$ cat src/rtl/ysyx_25040118_lsu_pkg.sv
// Shared LSU definitions: funct3 size/sign codes and FSM state encoding.
package ysyx_25040118_lsu_pkg;

  localparam logic [2:0] LSU_B  = 3'b000;
  localparam logic [2:0] LSU_H  = 3'b001;
  localparam logic [2:0] LSU_W  = 3'b010;
  localparam logic [2:0] LSU_BU = 3'b100;
  localparam logic [2:0] LSU_HU = 3'b101;

  typedef enum logic [1:0] {
    LSU_IDLE = 2'd0,
    LSU_REQ  = 2'd1,
    LSU_WAIT = 2'd2,
    LSU_RESP = 2'd3
  } lsu_state_e;

endpackage

$ cat src/rtl/ysyx_25040118_lsu_align.sv
// Combinational byte-lane logic: store mask/replication, load extraction and
// extension, misalignment and undefined-size detection.
module ysyx_25040118_lsu_align
  import ysyx_25040118_lsu_pkg::*;
(
  input  logic [1:0]  addr_lo,
  input  logic [2:0]  funct3,
  input  logic [31:0] wdata,
  input  logic [31:0] rdata,
  output logic [3:0]  wmask,
  output logic [31:0] wdata_lane,
  output logic [31:0] rdata_ext,
  output logic        misaligned,
  output logic        undef
);

  logic [1:0]  off;
  logic [31:0] shifted;

  // Low address bits below the access size are dropped, so a misaligned
  // access that is allowed onto the bus lands on the enclosing aligned lanes.
  always_comb begin
    off        = 2'b00;
    wmask      = 4'b1111;
    wdata_lane = wdata;
    misaligned = 1'b0;
    undef      = 1'b0;
    case (funct3)
      LSU_B, LSU_BU: begin
        off        = addr_lo;
        wmask      = 4'b0001 << addr_lo;
        wdata_lane = {4{wdata[7:0]}};
      end
      LSU_H, LSU_HU: begin
        off        = {addr_lo[1], 1'b0};
        wmask      = 4'b0011 << {addr_lo[1], 1'b0};
        wdata_lane = {2{wdata[15:0]}};
        misaligned = addr_lo[0];
      end
      LSU_W:   misaligned = |addr_lo;
      default: undef = 1'b1;
    endcase
  end

  assign shifted = rdata >> {off, 3'b000};

  always_comb begin
    rdata_ext = rdata;
    case (funct3)
      LSU_B:   rdata_ext = {{24{shifted[7]}}, shifted[7:0]};
      LSU_BU:  rdata_ext = {24'd0, shifted[7:0]};
      LSU_H:   rdata_ext = {{16{shifted[15]}}, shifted[15:0]};
      LSU_HU:  rdata_ext = {16'd0, shifted[15:0]};
      default: rdata_ext = rdata;
    endcase
  end

endmodule

$ cat src/rtl/ysyx_25040118_lsu.sv
// Multi-cycle load/store unit: one operation per handshake, word-aligned bus
// request with byte mask, extended load data back to the EXU.
module ysyx_25040118_lsu
  import ysyx_25040118_lsu_pkg::*;
#(
  parameter bit MISALIGN_CHK = 1'b1
) (
  input  logic        clk,
  input  logic        rst,
  input  logic        req_valid,
  output logic        req_ready,
  input  logic        req_is_store,
  input  logic [2:0]  req_funct3,
  input  logic [31:0] req_addr,
  input  logic [31:0] req_wdata,
  output logic        resp_valid,
  input  logic        resp_ready,
  output logic [31:0] resp_rdata,
  output logic        resp_err,
  output logic        mem_req_valid,
  input  logic        mem_req_ready,
  output logic [31:0] mem_addr,
  output logic        mem_wen,
  output logic [31:0] mem_wdata,
  output logic [3:0]  mem_wmask,
  input  logic        mem_resp_valid,
  input  logic [31:0] mem_rdata,
  input  logic        mem_resp_err
);

  lsu_state_e  state;
  logic        op_store;
  logic [2:0]  op_f3;
  logic [1:0]  op_off;

  logic [1:0]  al_addr;
  logic [2:0]  al_f3;
  logic [3:0]  al_wmask;
  logic [31:0] al_wdata;
  logic [31:0] al_rdata;
  logic        al_mis;
  logic        al_undef;
  logic        reject;

  assign req_ready = (state == LSU_IDLE);

  // The lane logic sees the live request while idle and the latched op after.
  assign al_addr = req_ready ? req_addr[1:0] : op_off;
  assign al_f3   = req_ready ? req_funct3    : op_f3;
  assign reject  = al_undef | (MISALIGN_CHK & al_mis);

  ysyx_25040118_lsu_align u_align (
    .addr_lo    (al_addr),
    .funct3     (al_f3),
    .wdata      (req_wdata),
    .rdata      (mem_rdata),
    .wmask      (al_wmask),
    .wdata_lane (al_wdata),
    .rdata_ext  (al_rdata),
    .misaligned (al_mis),
    .undef      (al_undef)
  );

  always_ff @(posedge clk or posedge rst) begin
    if (rst) begin
      state         <= LSU_IDLE;
      op_store      <= 1'b0;
      op_f3         <= 3'b000;
      op_off        <= 2'b00;
      resp_valid    <= 1'b0;
      resp_rdata    <= 32'd0;
      resp_err      <= 1'b0;
      mem_req_valid <= 1'b0;
      mem_addr      <= 32'd0;
      mem_wen       <= 1'b0;
      mem_wdata     <= 32'd0;
      mem_wmask     <= 4'd0;
    end else begin
      case (state)
        LSU_IDLE: begin
          if (req_valid) begin
            op_store <= req_is_store;
            op_f3    <= req_funct3;
            op_off   <= req_addr[1:0];
            if (reject) begin
              state      <= LSU_RESP;
              resp_valid <= 1'b1;
              resp_err   <= 1'b1;
              resp_rdata <= 32'd0;
            end else begin
              state         <= LSU_REQ;
              mem_req_valid <= 1'b1;
              mem_addr      <= {req_addr[31:2], 2'b00};
              mem_wen       <= req_is_store;
              mem_wdata     <= req_is_store ? al_wdata : 32'd0;
              mem_wmask     <= al_wmask;
            end
          end
        end
        LSU_REQ: begin
          if (mem_req_ready) begin
            mem_req_valid <= 1'b0;
            state         <= LSU_WAIT;
          end
        end
        LSU_WAIT: begin
          if (mem_resp_valid) begin
            resp_valid <= 1'b1;
            resp_rdata <= op_store ? 32'd0 : al_rdata;
            resp_err   <= mem_resp_err;
            state      <= LSU_RESP;
          end
        end
        LSU_RESP: begin
          if (resp_ready) begin
            resp_valid <= 1'b0;
            resp_rdata <= 32'd0;
            resp_err   <= 1'b0;
            state      <= LSU_IDLE;
          end
        end
        default: state <= LSU_IDLE;
      endcase
    end
  end

endmodule

$ cat config.mk
export PLATFORM = sky130hd
export DESIGN_NAME = ysyx_25040118_lsu
export DESIGN_NICKNAME = d
export VERILOG_FILES = /design/src/rtl/ysyx_25040118_lsu_pkg.sv /design/src/rtl/ysyx_25040118_lsu_align.sv /design/src/rtl/ysyx_25040118_lsu.sv
export SDC_FILE = /design/constraint.sdc
export NUM_CORES = 1
export LEC_CHECK = 0
export BUFFER_PORTS_ARGS = -buffer_cell sky130_fd_sc_hd__buf_2
export CAP_MARGIN = 10
export CORE_MARGIN = 4
export CORE_UTILIZATION = 53
export CTS_CLUSTER_SIZE = 28
export DETAILED_ROUTE_END_ITERATION = 8
export HOLD_SLACK_MARGIN = 0.03
export PLACE_DENSITY_LB_ADDON = 0.1
export SLEW_MARGIN = 20
export SYNTH_ARGS = -nofsm -noshare
export SYNTH_HDL_FRONTEND = slang
export SYNTH_SLANG_ARGS = --single-unit
$ cat constraint.sdc
create_clock -name clk -period 11.55 [get_ports clk]
set_input_delay 2.31 -clock clk [delete_from_list [all_inputs] [get_ports clk]]
set_output_delay 2.31 -clock clk [all_outputs]
set_load 0.01 [all_outputs]
Yosys cells after proc, flatten, opt, wreduce, memory -nomap -nowiden

Cells that the tools add are included.

Shift-type cells: 3
Muxes and demuxes: 32
Reductions and logical operators: 13
Bitwise gates (word level): 2
Equal/unequal tests: 13

Operators with widths:

| kind                                                               | count |
|---|---|
| 32-bit two-way mux                                                 | 6 |
| 32-bit one-hot mux with 4 select lines                             | 1 |
| 32-bit one-hot mux with 3 select lines                             | 1 |
| 32-bit one-hot mux with 2 select lines                             | 1 |
| 32-bit by 5-bit >> shifter with 16-bit output                      | 1 |
| 2-bit two-way mux                                                  | 6 |
| 2-bit inequality test (second input constant)                      | 5 |
| 1-bit two-way mux                                                  | 9 |
| 2-bit one-hot mux with 4 select lines                              | 1 |
| 4-bit one-hot mux with 2 select lines                              | 1 |
| 4-bit AND reduction                                                | 2 |
| 3-bit == test (second input constant)                              | 2 |
| 1-bit one-hot mux with 3 select lines                              | 2 |
| 2-bit OR reduction                                                 | 3 |
| 5-bit AND reduction                                                | 1 |
| 5-bit OR reduction                                                 | 1 |
| 2-bit == test (second input constant)                              | 2 |
| 1-bit one-hot mux with 2 select lines                              | 2 |
| 2-bit one-hot mux with 2 select lines                              | 1 |
| 1-bit by 2-bit << shifter with 4-bit output (first input constant) | 1 |
| 2-bit by 2-bit << shifter with 4-bit output (first input constant) | 1 |
| 3-bit by 1-bit == test with 1-bit output (second input constant)   | 1 |
| 3-bit by 2-bit == test with 1-bit output (second input constant)   | 1 |
| 3-bit logical NOT                                                  | 1 |
| other kinds (10)                                                   | 10 |

Register bits: 110
Output and inout port bits: 105
Word-level logic and storage cells: 75
Input port bits: 107

Depth between registers and ports, before layout

Gate-level depths: netlist of the first run.

Depth in word-level cells: 10
Depth in mapped cells: 10
Gate-level depth less buffers: 7

Cells and area by module

Synthesis of the first run repeated with hierarchy kept, for this count alone.

Cells, all modules: 595
Area total of the unflattened synthesis: 6,064.6 um2

By module, submodules not included:

| module                  | instances | cells each | area each (um2) |
|---|---|---|---|
| ysyx_25040118_lsu       | 1         | 407        | 4,652.0 |
| ysyx_25040118_lsu_align | 1         | 188        | 1,412.6 |

Worst setup path after synthesis of the first run

No wires, ideal clock.

Kind: input -> register
Start point: input port req_funct3[0]
End point: register resp_rdata[14]
Path slack: 7.661 ns
Cell stages on the path: 7
Data arrival time: 3.763 ns
Path buffers: 2
Path through: clkbuf_2 > and4bb_2 > or2_2 > buf_2 > a221o_1 > a211oi_1 > o31ai_1

Cells in the longest elaborated chain, start to end: 9
Elaborated cells on any way between the ends: 20
Those cells by class: eq/ne (5); shift (1); mux (8); bitwise (1); reduce/logical (5)

RTL lines:

| what                                                                   | line                                                         | text |
|---|---|---|
| start, declared                                                        | ysyx_25040118_lsu.sv:13                                      | `input logic [2:0] req_funct3,` |
| 3-bit two-way mux *                                                    | ysyx_25040118_lsu.sv:49                                      | `assign al_f3 = req_ready ? req_funct3 : op_f3;` |
| 3-bit by 1-bit == test with 1-bit output, or another cell as far along | ysyx_25040118_lsu_align.sv:28, ysyx_25040118_lsu_align.sv:49 |  |
| 2-bit OR reduction                                                     | ysyx_25040118_lsu_align.sv:28                                | `case (funct3)` |
| 2-bit one-hot mux with 2 select lines                                  | ysyx_25040118_lsu_align.sv:28                                |  |
| 32-bit by 5-bit >> shifter with 16-bit output                          | ysyx_25040118_lsu_align.sv:45                                | `assign shifted = rdata >> {off, 3'b000};` |
| 32-bit one-hot mux with 4 select lines                                 | ysyx_25040118_lsu_align.sv:49                                | `case (funct3)` |
| 32-bit two-way mux                                                     | ysyx_25040118_lsu.sv:109                                     | `resp_rdata <= op_store ? 32'd0 : al_rdata;` |
| 32-bit two-way mux                                                     | ysyx_25040118_lsu.sv:107                                     | `if (mem_resp_valid) begin` |
| 32-bit one-hot mux with 3 select lines                                 | ysyx_25040118_lsu.sv:79                                      | `case (state)` |
| end signal, assigned                                                   | ysyx_25040118_lsu.sv:109                                     |  |
| end, declared                                                          | ysyx_25040118_lsu.sv:18                                      | `output logic [31:0] resp_rdata,` |

Mark *: on every way between the ends. The rest lies on a longest branch, timed or not. The select of a mux whose other input is x is not followed.
A chain may end at the register's enable or synchronous reset.

Worst setup path in the final report of the first run

Start point: input port req_addr[1]
End point: register mem_addr[25]

Cells in the longest elaborated chain, start to end: 6

RTL lines:

| what                                  | line                          | text |
|---|---|---|
| start, declared                       | ysyx_25040118_lsu.sv:14       | `input logic [31:0] req_addr,` |
| 2-bit two-way mux                     | ysyx_25040118_lsu.sv:48       | `assign al_addr = req_ready ? req_addr[1:0] : op_off;` |
| 2-bit OR reduction                    | ysyx_25040118_lsu_align.sv:40 | `LSU_W: misaligned = \|addr_lo;` |
| 1-bit one-hot mux with 2 select lines | ysyx_25040118_lsu_align.sv:28 |  |
| 1-bit bitwise OR                      | ysyx_25040118_lsu.sv:50       | `assign reject = al_undef \| (MISALIGN_CHK & al_mis);` |
| 1-bit NOT (no line)                   | --                            |  |
| 3-bit AND reduction (no line)         | --                            |  |
| end signal, assigned                  | ysyx_25040118_lsu.sv:93       | `mem_addr <= {req_addr[31:2], 2'b00};` |
| end, declared                         | ysyx_25040118_lsu.sv:22       | `output logic [31:0] mem_addr,` |

Every way passes these cells.

==> results of run 1 <==
registers in the layout, indices dropped and copies added, names as in the netlist, 2 cells and up:
| register | count |
|---|---|
| mem_wdata | 32 |
| resp_rdata | 32 |
| mem_addr | 30 |
| mem_wmask | 4 |
| op_f3 | 3 |
| op_off | 2 |
| state | 2 |
power by group:
group	internal (uW)	total, uW	switching (uW)
clock network	83.7	231	147
logic	413	956	543
registers	538	629	90.2
cell usage after synthesis (all sizes together) (2+ instances only):
library cell	count	area [um2]
a211oi	2	15.0
a21oi	21	109
a22o	14	123
a32oi	17	149
and3	3	18.8
buf	23	160
clkbuf	13	51.3
dfrtp	110	2750
ha	5	62.6
inv	12	45.0
mux2	38	533
mux2i	32	324
nand2	63	236
nand2b	18	113
nand3	16	97.6
nor2	15	61.3
nor3	6	30.0
o211ai	8	60.1
o21ai	41	205
o221a	5	56.3
o22ai	3	25.0
o31ai	10	75.1
or2	2	12.5
worst paths after layout:
kind | cells past startpoint | end | slack, ps | start
max in group asynchronous | 3 | mem_wdata[18] | 8630 | rst
min in group asynchronous | 2 | op_f3[1] | 1880 | rst
hold reg to reg | 2 | resp_rdata[8] | 480 | resp_rdata[8]
setup reg to reg | 7 | mem_addr[25] | 7700 | state[0]
setup / recovery | 6 | mem_addr[25] | 7140 | req_addr[1]
hold / removal | 2 | resp_rdata[8] | 480 | resp_rdata[8]
cell type report:
cell class / count / area, um2
clock inverters: 7 / 62.6
inverters: 12 / 47.5
multi-input cells: 340 / 2500
clock buffers: 9 / 124
well taps: 133 / 166
repair buffers: 211 / 1060
flip-flops and latches: 110 / 2750
fillers: 794 / 3230
through the flow:
step	setup slack (ps)	area (um2)	util, %	std cells
after floorplan	6340	5510	-	498
after global placement	6740	6530	65.5	806
after detailed placement	6710	6530	65.5	806
after CTS	7120	6710	67.4	822
after global routing	6910	6720	67.5	822
final	7140	6720	67.5	822
cells by family (layout without fill, tap and decap cells):
logic type | Yosys count | after routing
other | 1 | 2
buffers and inverters | 48 | 239
flip-flops | 110 | 110
AND/OR/NAND/NOR | 132 | 132
adder cells (fa/ha/maj) | 5 | 5
multiplexers | 70 | 70
AO/OA/AOI/OAI | 131 | 131
worst max-delay path, cell delays in order:
cell and delay, ps:
buf_2 130, mux2i_2 750, nand4_1 270, a211o_2 370
buf_4 400, mux2_4 420
layer usage:
metal / vias to the layer above / GRT usage [%] / part of all wire (%)
met3: 22 / 4.93 / 9.1
met5: - / 0 / 0
li1: 2166 / - / -
met4: 0 / 9.62 / 1.9
met2: 219 / 42.0 / 48
met1: 2268 / 33.6 / 41
==> flow_metrics.env, run 1 <==
export IMPL_core_mm2=0.00995
export IMPL_antenna_left=0
export IMPL_viasPerCell=5.69
export IMPL_drv_slew=0
export IMPL_clk_pin_slew_worst_paths_ps=110
export IMPL_fp_dieH_um=110
export IMPL_cts_path_max_buffers=2
export IMPL_cts_tree="yes"
export IMPL_tightest_slew_ps=1020
export IMPL_num_rows=36
export IMPL_grt_start_max_net_pins=85
export IMPL_gp_routability_congestion=0.859
export IMPL_grt_pass1_wl_mm=23.9
export IMPL_via_count=4675
export IMPL_status="complete, no violations"
export IMPL_antenna_cells=0
export IMPL_drtIter0Drc=307
export IMPL_synth_adder_area_share_pct=1.14
export IMPL_vdd_ir_drop_max_v=0.000279
export IMPL_layout_min_cycle_time_ps=4410
export IMPL_ys_ff_latch=110
export IMPL_dp_hpwl_mm=11.3
export IMPL_slew_headroom_pct=32.2
export IMPL_path_max_fanout=72
export IMPL_startpoint_type="input pin"
export IMPL_synth_top_family_by_area="compound AO/OA/AOI/OAI gates"
export IMPL_hold_viol_final=0
export IMPL_synth_seq_area_share_pct=50.0
export IMPL_power_density_mw_per_mm2=270
export IMPL_synth_edf_count=0
export IMPL_synth_mux_area_share_pct=15.6
export IMPL_tns_ps=0
export IMPL_io_pins=212
export IMPL_drc_errors=0
export IMPL_cts_resized=0
export IMPL_syn_avg_cell_area_um2=11.1
export IMPL_max_clock_freq_ghz=0.227
export IMPL_skew_ps=11.3
export IMPL_drive_gt1_share_pct=41.5
export IMPL_setup_viol=0
export IMPL_grt_usage_pct=25.6
export IMPL_antenna_found_initial=0
export IMPL_p_total_uw=1820
export IMPL_dr_pass1_iters=5
export IMPL_finalCritPeriodShare_pct=38.2
export IMPL_ys_warn_count=0
export IMPL_ys_flop_type="dfrtp_1"
export IMPL_worstSetupEndpointType="register"
export IMPL_areaGrowthSynthToFinish_pct=22.2
export IMPL_root_buffer="clkbuf_8"
export IMPL_synthCells=497
export IMPL_final_nets=796
export IMPL_die_w_um=110
export IMPL_worst_hold_slack_ps=484
export IMPL_mostFrequentLayoutCells="buf_2, dfrtp_1, nand2_1"
export IMPL_mappedNetlistArea_mm2=0.00550
export IMPL_grt_pass1_vias=4621
export IMPL_cts_hold_buf=0
export IMPL_rsz0062_at_grt="no"
export IMPL_grt_overflow=0
export IMPL_synth_xor_area_share_pct=0
export IMPL_cts_sinks=110
export IMPL_synth_async_reset_ratio_pct=100
export IMPL_start_util_pct=55.3
export IMPL_synth_compound_area_share_pct=16.7
export IMPL_port_buffers=209
export IMPL_crit_type="in2reg"
export IMPL_worstSkewPairLatency_ps=380
export IMPL_synthSimpleGateAreaFrac_pct=11.8
export IMPL_wl_per_cell_um=18.9
export IMPL_crit_required_ps=11830
export IMPL_synth_distinct_cells=54
export IMPL_power_leakage_uw=0.00361
export IMPL_layout_commonest_cell="buf_2"
export IMPL_cp_data_arrival_time_ps=4700
export IMPL_htree_num_levels=3
export IMPL_dieArea_mm2=0.0121
export IMPL_post_cts_buffers=0
export IMPL_hp_class="reg2reg"
export IMPL_wirelength_mm=15.5
export IMPL_drv_cap=0
export IMPL_cts_buffers=9
No activity file was read; power rests on OpenSTA's default activity.
==> run 2, diff against run 1 <==
Settings changed: CORE_UTILIZATION 53 to 45.
Clock period 11.55 ns to 4 ns, I/O delays scaled along.
==> flow_metrics.env, run 2 (synthesized netlist as in run 1, its figures left out) <==
export IMPL_seq_area_mm2=0.00275
export IMPL_drc_errors=0
export IMPL_antenna_left=0
export IMPL_worstSkewPairLatency_ps=360
export IMPL_cts_tree="yes"
export IMPL_layout_commonest_cell="buf_2"
export IMPL_skew_ps=10.5
export IMPL_core_mm2=0.0120
export IMPL_fillers=1077
export IMPL_finalCritPeriodShare_pct=84.7
export IMPL_drive_gt1_share_pct=41.7
export IMPL_wl_per_cell_um=18.8
export IMPL_start_util_pct=45.8
export IMPL_setup_viol=0
export IMPL_worst_hold_slack_ps=478
export IMPL_port_buffers=209
export IMPL_slew_headroom_pct=32.1
export IMPL_place_area_mm2=0.00659
export IMPL_grt_overflow=0
export IMPL_layout_min_cycle_time_ps=3390
export IMPL_mostFrequentLayoutCells="buf_2, dfrtp_1, nand2_1"
export IMPL_dieArea_mm2=0.0141
export IMPL_root_buffer="clkbuf_16"
export IMPL_tns_ps=0
export IMPL_antenna_found_initial=0
export IMPL_cp_data_arrival_time_ps=3680
export IMPL_status="complete, no violations"
export IMPL_multi_input_area_mm2=0.00250
export IMPL_wirelength_mm=15.9
export IMPL_via_count=4668
export IMPL_max_clock_freq_ghz=0.295
export IMPL_crit_required_ps=4290
export IMPL_cts_buffers=9
export IMPL_power_leakage_uw=0.00368
export IMPL_dr_pass1_iters=5
export IMPL_die_w_um=119
export IMPL_tightest_slew_ps=1020
export IMPL_reg2reg_from="state[0]"
export IMPL_critPathLaunch="state[0]"
export IMPL_grt_pass1_wl_mm=25.4
export IMPL_grt_pass1_vias=4652
export IMPL_cts_hold_buf=0
export IMPL_final_nets=802
export IMPL_pre_cts_ws_ps=633
export IMPL_final_area_mm2=0.00688
export IMPL_power_density_mw_per_mm2=801
export IMPL_fin_cells=842
export IMPL_cts_sinks=110
export IMPL_clk_pin_slew_worst_paths_ps=70
export IMPL_drv_cap=0
export IMPL_grt_usage_pct=22.6
export IMPL_dp_hpwl_mm=11.6
export IMPL_drv_slew=0
export IMPL_hold_start="mem_wmask[0]"
export IMPL_grt_start_max_net_pins=92
export IMPL_vdd_ir_drop_max_v=0.000519
export IMPL_cts_path_max_buffers=2
export IMPL_areaGrowthSynthToFinish_pct=25.1
export IMPL_worstSetupEndpointType="register"
export IMPL_startpoint_type="register"
export IMPL_gp_routability_congestion=0.880
export IMPL_io_pins=212
export IMPL_setup_ws_ps=614
export IMPL_reg_top3="mem_wdata: 32 flops, resp_rdata: 32 flops, mem_addr: 30 flops"
export IMPL_viasPerCell=5.54
export IMPL_rsz0062_at_grt="no"
export IMPL_dp_cells=826
export IMPL_crit_type="reg2reg"
export IMPL_fp_dieH_um=119
export IMPL_path_max_fanout=25
export IMPL_drtIter0Drc=452
export IMPL_hold_viol_final=0
export IMPL_post_cts_buffers=0
export IMPL_cts_resized=0
export IMPL_num_rows=40
export IMPL_hp_class="reg2reg"
export IMPL_antenna_cells=0
export IMPL_htree_num_levels=3
run 2: cell types whose count changed in the layout (fill, tap and decap cells not counted), sizes merged:
cell / delta
inv: -2
clkinvlp: +1
clkbuf: +1
buf: +6
run 2: where the power goes:
part	switching (uW)	internal (uW)
logic	1580	1230
clock network	430	450
registers	258	1560
run 2: cell type report:
| type | instances | share of cell area, % |
|---|---|---|
| clock buffer | 10 | 3.47 |
| multi-input combinational | 340 | 36.3 |
| tap | 147 | 2.67 |
| inverter | 12 | 0.727 |
| timing repair buffer | 217 | 16.1 |
| sequential | 110 | 40.0 |
| clock inverter | 6 | 0.746 |
run 2: path summary, 6_finish.rpt:
| kind | to | slack (ps) | depth (start not counted) |
|---|---|---|---|
| setup / recovery | resp_rdata[30] | 610 | 7 |
| hold / removal | mem_wmask[0] | 480 | 2 |
| setup reg to reg | resp_rdata[30] | 610 | 7 |
| hold reg to reg | mem_wmask[0] | 480 | 2 |
| min in group asynchronous | mem_addr[8] | 570 | 2 |
| max in group asynchronous | resp_valid | 2570 | 3 |
run 2: worst max-delay path: stages (launching register included):
cell       delay (ps)
dfrtp_1           410
inv_1             110
ha_1              770
nor4b_2           180
nor2_2            680
nand2_1           200
a2111oi_4         760
nand2b_1          210
run 2: per-stage QoR:
step | util [%] | power (uW)
after floorplan | - | 3780
after global placement | 54.8 | 4590
after detailed placement | 54.8 | 4650
after CTS | 57.3 | 5550
after global routing | 57.3 | 5900
final | 57.3 | 5510
run 2: metal layers:
layer,share of wire [%],routed length [um],track usage [%],vias up
li1,-,-,-,2185
met1,44,6970,30.0,2302
met2,49,7760,36.9,164
met3,6.0,945,5.98,17
met4,1.1,180,5.72,0
met5,0,0,0,-
